## config.mk

```make
export PLATFORM = sky130hd
export DESIGN_NAME = mem_port_arbiter
export DESIGN_NICKNAME = d
export VERILOG_FILES = /design/src/rtl/mem_port_arbiter.sv
export SDC_FILE = /design/constraint.sdc
export NUM_CORES = 1
export LEC_CHECK = 0
export BUFFER_PORTS_ARGS = -buffer_cell sky130_fd_sc_hd__buf_4
export CORE_AREA = 2 2 146 148
export CTS_CLUSTER_SIZE = 28
export DETAILED_ROUTE_END_ITERATION = 8
export DIE_AREA = 0 0 148 150
export PLACE_DENSITY = 0.78
export REMOVE_ABC_BUFFERS = 1
export SYNTH_ARGS = -nofsm -noshare
export SYNTH_HDL_FRONTEND = slang
export SYNTH_SLANG_ARGS = --single-unit
```

## constraint.sdc

```tcl
create_clock -name clk -period 6.32 [get_ports clk]
set_input_delay 0 -clock clk [delete_from_list [all_inputs] [get_ports clk]]
set_output_delay 0 -clock clk [all_outputs]
set_load 0.03 [all_outputs]
```

## src/rtl/mem_port_arbiter.sv

```systemverilog
// Fixed-priority arbiter sharing one memory port between fetch, data and debug,
// with fetch starvation promotion, a debug halt gate and a per-transaction timeout.
module mem_port_arbiter #(
    parameter int ADDR_W       = 32,
    parameter int DATA_W       = 32,
    parameter int STARVE_LIMIT = 8,
    parameter int TIMEOUT      = 64
) (
    input  logic              clk,
    input  logic              rst,
    input  logic              dbg_halt,
    input  logic              instr_req,
    input  logic [ADDR_W-1:0] instr_addr,
    output logic [DATA_W-1:0] instr_rdata,
    output logic              instr_ready,
    input  logic              data_req,
    input  logic              data_we,
    input  logic [3:0]        data_be,
    input  logic [ADDR_W-1:0] data_addr,
    input  logic [DATA_W-1:0] data_wdata,
    output logic [DATA_W-1:0] data_rdata,
    output logic              data_ready,
    input  logic              dbg_req,
    input  logic              dbg_we,
    input  logic [ADDR_W-1:0] dbg_addr,
    input  logic [DATA_W-1:0] dbg_wdata,
    output logic [DATA_W-1:0] dbg_rdata,
    output logic              dbg_ready,
    output logic              mem_req,
    output logic              mem_we,
    output logic [3:0]        mem_be,
    output logic [ADDR_W-1:0] mem_addr,
    output logic [DATA_W-1:0] mem_wdata,
    input  logic [DATA_W-1:0] mem_rdata,
    input  logic              mem_ready,
    output logic              resp_err,
    output logic [1:0]        grant_id
);
    // state | meaning
    // IDLE  | arbitrate eligible requests, register winner's command
    // ISSUE | mem_req high, wait for mem_ready or timeout
    // RESP  | one-cycle ready pulse to the winner
    typedef enum logic [1:0] {IDLE = 2'd0, ISSUE = 2'd1, RESP = 2'd2} state_t;

    localparam logic [1:0] GNT_NONE  = 2'd0;
    localparam logic [1:0] GNT_INSTR = 2'd1;
    localparam logic [1:0] GNT_DATA  = 2'd2;
    localparam logic [1:0] GNT_DBG   = 2'd3;

    localparam int SW = $clog2(STARVE_LIMIT + 1);
    localparam int TW = (TIMEOUT > 2) ? $clog2(TIMEOUT) : 1;
    localparam logic [SW-1:0] STARVE_MAX = SW'(STARVE_LIMIT);
    localparam logic [TW-1:0] TMO_LAST   = TW'(TIMEOUT - 1);

    state_t              state_q, state_d;
    logic [1:0]          gnt_q, gnt_d;
    logic [SW-1:0]       starve_q, starve_d;
    logic [TW-1:0]       tmo_q, tmo_d;
    logic                err_q, err_d;
    logic                we_q, we_d;
    logic [3:0]          be_q, be_d;
    logic [ADDR_W-1:0]   addr_q, addr_d;
    logic [DATA_W-1:0]   wdata_q, wdata_d;
    logic [DATA_W-1:0]   instr_rdata_q, instr_rdata_d;
    logic [DATA_W-1:0]   data_rdata_q, data_rdata_d;
    logic [DATA_W-1:0]   dbg_rdata_q, dbg_rdata_d;
    logic [1:0]          win;
    logic [DATA_W-1:0]   cap;

    always_ff @(posedge clk or posedge rst) begin
        if (rst) begin
            state_q       <= IDLE;
            gnt_q         <= GNT_NONE;
            starve_q      <= '0;
            tmo_q         <= '0;
            err_q         <= 1'b0;
            we_q          <= 1'b0;
            be_q          <= '0;
            addr_q        <= '0;
            wdata_q       <= '0;
            instr_rdata_q <= '0;
            data_rdata_q  <= '0;
            dbg_rdata_q   <= '0;
        end else begin
            state_q       <= state_d;
            gnt_q         <= gnt_d;
            starve_q      <= starve_d;
            tmo_q         <= tmo_d;
            err_q         <= err_d;
            we_q          <= we_d;
            be_q          <= be_d;
            addr_q        <= addr_d;
            wdata_q       <= wdata_d;
            instr_rdata_q <= instr_rdata_d;
            data_rdata_q  <= data_rdata_d;
            dbg_rdata_q   <= dbg_rdata_d;
        end
    end

    // Fetch only outranks data once it has waited the full starvation limit.
    always_comb begin
        win = GNT_NONE;
        if (dbg_req) begin
            win = GNT_DBG;
        end else if (!dbg_halt) begin
            if (instr_req && starve_q == STARVE_MAX) win = GNT_INSTR;
            else if (data_req)                       win = GNT_DATA;
            else if (instr_req)                      win = GNT_INSTR;
        end
    end

    always_comb begin
        starve_d = starve_q;
        if (!instr_req || (state_q == IDLE && win == GNT_INSTR) || gnt_q == GNT_INSTR)
            starve_d = '0;
        else if (!dbg_halt && starve_q != STARVE_MAX)
            starve_d = starve_q + SW'(1);
    end

    assign cap = mem_ready ? mem_rdata : '0;

    always_comb begin
        state_d       = state_q;
        gnt_d         = gnt_q;
        tmo_d         = tmo_q;
        err_d         = err_q;
        we_d          = we_q;
        be_d          = be_q;
        addr_d        = addr_q;
        wdata_d       = wdata_q;
        instr_rdata_d = instr_rdata_q;
        data_rdata_d  = data_rdata_q;
        dbg_rdata_d   = dbg_rdata_q;
        case (state_q)
            IDLE: begin
                if (win != GNT_NONE) begin
                    state_d = ISSUE;
                    gnt_d   = win;
                    tmo_d   = '0;
                    case (win)
                        GNT_DBG: begin
                            we_d = dbg_we;  be_d = 4'hF;
                            addr_d = dbg_addr;  wdata_d = dbg_wdata;
                        end
                        GNT_DATA: begin
                            we_d = data_we; be_d = data_be;
                            addr_d = data_addr; wdata_d = data_wdata;
                        end
                        default: begin
                            we_d = 1'b0;    be_d = 4'hF;
                            addr_d = instr_addr; wdata_d = '0;
                        end
                    endcase
                end
            end
            ISSUE: begin
                // mem_ready in the final timeout cycle still counts as a normal response
                if (mem_ready || tmo_q == TMO_LAST) begin
                    state_d = RESP;
                    err_d   = ~mem_ready;
                    case (gnt_q)
                        GNT_INSTR: instr_rdata_d = cap;
                        GNT_DATA:  data_rdata_d  = cap;
                        GNT_DBG:   dbg_rdata_d   = cap;
                        default:   ;
                    endcase
                end else begin
                    tmo_d = tmo_q + TW'(1);
                end
            end
            RESP: begin
                state_d = IDLE;
                gnt_d   = GNT_NONE;
                tmo_d   = '0;
            end
            default: state_d = IDLE;
        endcase
    end

    assign mem_req     = (state_q == ISSUE);
    assign mem_we      = we_q;
    assign mem_be      = be_q;
    assign mem_addr    = addr_q;
    assign mem_wdata   = wdata_q;
    assign grant_id    = gnt_q;
    assign resp_err    = (state_q == RESP) && err_q;
    assign instr_ready = (state_q == RESP) && (gnt_q == GNT_INSTR);
    assign data_ready  = (state_q == RESP) && (gnt_q == GNT_DATA);
    assign dbg_ready   = (state_q == RESP) && (gnt_q == GNT_DBG);
    assign instr_rdata = instr_rdata_q;
    assign data_rdata  = data_rdata_q;
    assign dbg_rdata   = dbg_rdata_q;
endmodule
```

# After elaboration in Yosys (flattened, before gate mapping)
# Index checks and enable logic that the tools add are counted.
# classes
n_reduce_logical	25
bitwise	1
eq_ne	14
add_sub_neg	2
mux	20
# op_table
cell	count
32-bit one-hot mux with 2 select lines	2
32-bit two-way mux	1
6-bit one-hot mux with 3 select lines	1
2-bit two-way mux	7
4-bit two-way mux	3
6-bit two-way mux	2
3-bit AND reduction	4
2-bit equality test, second input constant	5
2-bit one-hot mux with 2 select lines	2
2-bit AND reduction	4
1-bit logical AND	7
6-bit by 1-bit adder with 6-bit output, second input constant	1
2-bit by 1-bit equality test with 1-bit output, second input constant	3
6-bit equality test, second input constant	1
2-bit nonzero test	3
4-bit by 1-bit adder with 4-bit output, second input constant	1
4-bit equality test, second input constant	1
2-bit by 1-bit != test with 1-bit output, second input constant	2
4-bit != test, second input constant	1
1-bit logical OR	3
3-bit nonzero test	1
1-bit logical NOT	2
2-bit logical NOT	1
2-bit != test, second input constant	1
3 further kinds	3
# totals
word_cells	74
output_inout_bits	172
register_bits	180
inputBits	205

# Longest topological paths before layout
# logic_depth
ltp_word	10
depth_mapped	8
mapped_depth_nobuf	6

# Worst setup path before layout
# No wires, ideal clock.
# synth_path
kind	flip-flop to flip-flop
from	register tmo_q[0]
to	register data_rdata_q[0], in the netlist data_rdata[0]
setup_time_ns	0.125
slack_ns	4.398
path_buffers	1
stages_incl_launch_ff	7
arrival_time_ns	1.798
period_less_slack_ns	1.922
required_time_ns	6.195
cell_sequence	dfrtp_1 ha_1 and4_4 a21oi_2 nor4b_4 buf_6 mux2_2
# synth_via
elab_chain_cells	3
# synth_rtl
item	line_no	text
start: declaration	58	logic [TW-1:0] tmo_q, tmo_d;
start signal: assignment	88	tmo_q <= tmo_d;
6-bit equality test	158	if (mem_ready || tmo_q == TMO_LAST) begin
1-bit logical OR	158	
3-bit AND reduction (no source line)	--	
end signal: assignment	95	data_rdata_q <= data_rdata_d;
end: declaration	65	logic [DATA_W-1:0] data_rdata_q, data_rdata_d;
# Every way passes these cells.
# A chain may end at the register's enable or synchronous reset.

# Worst setup path after layout
# layout_path
from	register starve_q[0]
to	register wdata_q[21], in the netlist mem_wdata[21]
# layout_via
elab_chain_cells	7
word_cells_on_any_way	10
classes_between	eq/ne: 3; mux: 4; reduce/logical: 3
# layout_rtl
item	line_no	text
start: declaration	57	logic [SW-1:0] starve_q, starve_d;
start signal: assignment	87	starve_q <= starve_d;
4-bit equality test *	106	if (instr_req && starve_q == STARVE_MAX) win = GNT_INSTR;
1-bit logical AND *	106	
2-bit two-way mux *	106	
2-bit two-way mux *	105	end else if (!dbg_halt) begin
2-bit two-way mux *	103	if (dbg_req) begin
2-bit equality test / 2-bit nonzero test (equally long branches)	140, 136	
32-bit one-hot mux with 2 select lines / 2-bit AND reduction (equally long branches)	--	
end signal: assignment	93	wdata_q <= wdata_d;
end: declaration	63	logic [DATA_W-1:0] wdata_q, wdata_d;
# Every way passes the cells marked *; elsewhere a longest branch is shown, timed or not.

==> impl_metrics.ini <==
[global_route]
grt_pass1_wl_microns = 44970
grt_pass1_vias = 8057
grt_overflow_total = 0
grt_max_degree = 110
antenna_found_initial = 0
grtUsageTotal_pct = 26.04

[synthesis]
synth_area_leaders = dfrtp_1, mux2_2, a221o_1, a22o_1, and2_1
avgSynthCellArea_sq_um = 11.99
ys_types = 50
synthFlopType = dfrtp_1
yosysWarnings = 0
synth_cells = 668
async_flop_share_pct = 100.0
ys_ff_latch = 180
synth_top_cell_by_area = dfrtp_1
seq_area_frac_synth_pct = 56.22
netlist_area_sq_mm = 0.008011
yosysTopAreaCellShare_pct = 56.22
synth-edff-count = 0

[floorplan]
boundaryPins = 377
start_util_pct = 38.72
die_area_sq_mm = 0.02220
die_x_microns = 148
coreArea_sq_mm = 0.02069
rows = 53
die_h_microns = 150

[critical_path]
cp.arrival_ns = 3.30
crit_buf_inv = 3
r2r_start = starve_q[0]
crit_family = buffers and inverters
cp-endpoint = mem_wdata[21]
crit_cells = 8
cp_cell_sequence = inv_1, ha_1, nand4b_1, nand3_2, nor3_4, buf_4, a221o_1, dlygate4sd3_1
critPathMaxFanout = 37
critPathSlowestCell = dlygate4sd3_1
critPathMaxStageDelay_ns = 0.56
crit_type = reg2reg
critPathLaunch = starve_q[0]
reg2reg_depth = 8
endpoint_kind = flip-flop
rr_endpoint = mem_wdata[21]
startpoint_type = flip-flop
critPathRequiredTime_ns = 6.68
r2r_setup_slack_ns = 3.38

[sta]
tightest_slew_ns = 0.9905
slew_headroom_pct = 33.97
whs_ns = 0.01258
drv_slew = 0
fin_crit_ns = 2.940
fin_skew_ns = 0.01365
max_freq_mhz = 340.2
finalHoldViolCount = 0
setup_viol = 0
fin_tns_setup_ns = 0
rsz0062_at_grt = no
fin_crit_sh_pct = 46.51

[hold_path]
hold_class = in2reg

[clocking]
ctsHtreeMaxLevel = 4
post_cts_buffers = 0
clock_sinks = 180
clkTransAtPathRegs_ns = 0.07
cts_tree = built
clock_path_buffers = 2
ctsResizeCount = 0
root_buffer = clkbuf_16
cts_buffers = 17
clk_latency_ns = 0.43

[drt]
drtAntennaViolNets = 0
drt_pass1_iterations = 5
wl_microns = 29590
drt-vias-per-instance = 5.336
wire_per_inst_microns = 20.05
drc_errors = 0
drt_iter0_markers = 453
vias = 7876

[place]
port_buffers = 376
placedCellCount = 1277
globalplace.congestion = 0.8482
hpwl_microns = 18670

[layout]
fillerInstances = 1483
final_common_cell = buf_4
final_cell_mix = buf_4, dfrtp_1, dlygate4sd3_1
drive_gt1_share_pct = 41.38
syn_to_final_growth_pct = 65.36
fin_cells = 1476
diodes = 0
finalNetCount = 1396

[power_and_ir_drop]
pwr-share-comb_pct = 52.7
power_uw = 6460
vdd_drop_max_mv = 0.2675
power_frac_seq_pct = 31.2
power_density_mw_per_mm2 = 487.6
p_clk_share_pct = 16.1
p_leak_uw = 0.006619
internal_power_uw = 3695
switchingPower_uw = 2765
switching_share_pct = 42.80

[run_status]
status = completed

[flow_run]
cap_violations = 0
-- how the worst min path moves through the flow --
stage | from | to | slack, ns | depth (start not counted)
after floorplan | mem_ready | err_q | 0.09 | 1
after global placement | data_wdata[29] | mem_wdata[29] | 0.23 | 2
after detailed placement | data_wdata[23] | mem_wdata[23] | 0.23 | 2
after CTS | dbg_addr[2] | mem_addr[2] | 0.001 | 4
after global routing | mem_ready | err_q | 0.02 | 2
final | dbg_addr[2] | mem_addr[2] | 0.01 | 4
-- timing repair --
action | CTS | global route
endpoints found under the setup margin | 0 | 0
hold buffers | 167 | 0
endpoints found under the hold margin | 273 | 0
-- power groups by stage --
stage | clock [uW] | combinational [uW] | sequential (uW)
2_1_floorplan | 0 | 796 | 2940
5_1_grt | 1110 | 3570 | 2070
4_1_cts | 1050 | 3350 | 2000
3_3_place_gp | 0 | 2940 | 2000
3_5_place_dp | 0 | 2990 | 2020
6_report | 1040 | 3410 | 2020
-- worst register-to-register path, cell delays in order, from the launching register on --
cell           delay [ns]
dfrtp_1              0.41
inv_1                0.06
ha_1                 0.21
nand4b_1             0.15
nand3_2              0.52
nor3_4               0.29
buf_4                0.42
a221o_1              0.27
dlygate4sd3_1        0.56
-- cells by family (layout without fill, tap and decap cells) --
logic type               count (synthesis)  in the layout  synth area share, %
buffers and inverters                   58            591                3.514
AND/OR/NAND/NOR                        205            205                14.13
flip-flops                             180            180                56.22
XOR/XNOR                                 2              2               0.2187
AO/OA/AOI/OAI                          150            150                15.70
multiplexers                            70             70                9.745
adder cells (fa/ha/maj)                  3              3               0.4686
-- registers in the layout (all words and copies together), names as in the netlist --
register	cells
data_rdata	32
dbg_rdata	32
err_q	1
grant_id	2
instr_rdata	32
mem_addr	32
mem_be	4
mem_wdata	32
mem_we	1
starve_q	4
state_q	2
tmo_q	6
-- cell type report --
class,instances,area (sq um),share of cell area [%]
Clock buffer,17,425.4,3.211
Clock inverter,15,145.1,1.096
Inverter,8,35.03,0.2645
Multi-Input combinational cell,430,3239,24.45
Sequential cell,180,4504,34.00
Tap cell,275,344.1,2.597
Timing Repair Buffer,551,4554,34.38
-- metrics by stage --
stage	worst slack (ns)	utilization, %	cell area (sq um)
6_report	3.380	64.03	13250
5_1_grt	3.112	64.03	13250
4_1_cts	3.439	64.03	13250
3_5_place_dp	3.991	53.19	11010
3_3_place_gp	4.083	53.19	11010
2_1_floorplan	1.433	-	7760
-- cells in the mapped netlist (all sizes together) (7+ instances only) --
master  instances
mux2           64
a211oi         27
dfrtp         180
nand2          39
nor2b          28
buf            23
and3           34
and2           35
nor2           42
nand3           7
o31ai          28
nor3            7
inv             8
a221o          37
a22o           34
clkbuf         27
-- metal layers --
metal / up-vias / track usage (%) / wire length, microns / part of all wire, %
met5: - / 0 / 0 / 0
met4: 0 / 14.05 / 1544 / 5.2
met3: 82 / 6.128 / 2402 / 8.1
met2: 453 / 43.38 / 14610 / 49
met1: 3841 / 31.37 / 11030 / 37
li1: 3500 / - / - / -
Note: power is estimated with default switching activity, not from simulation.
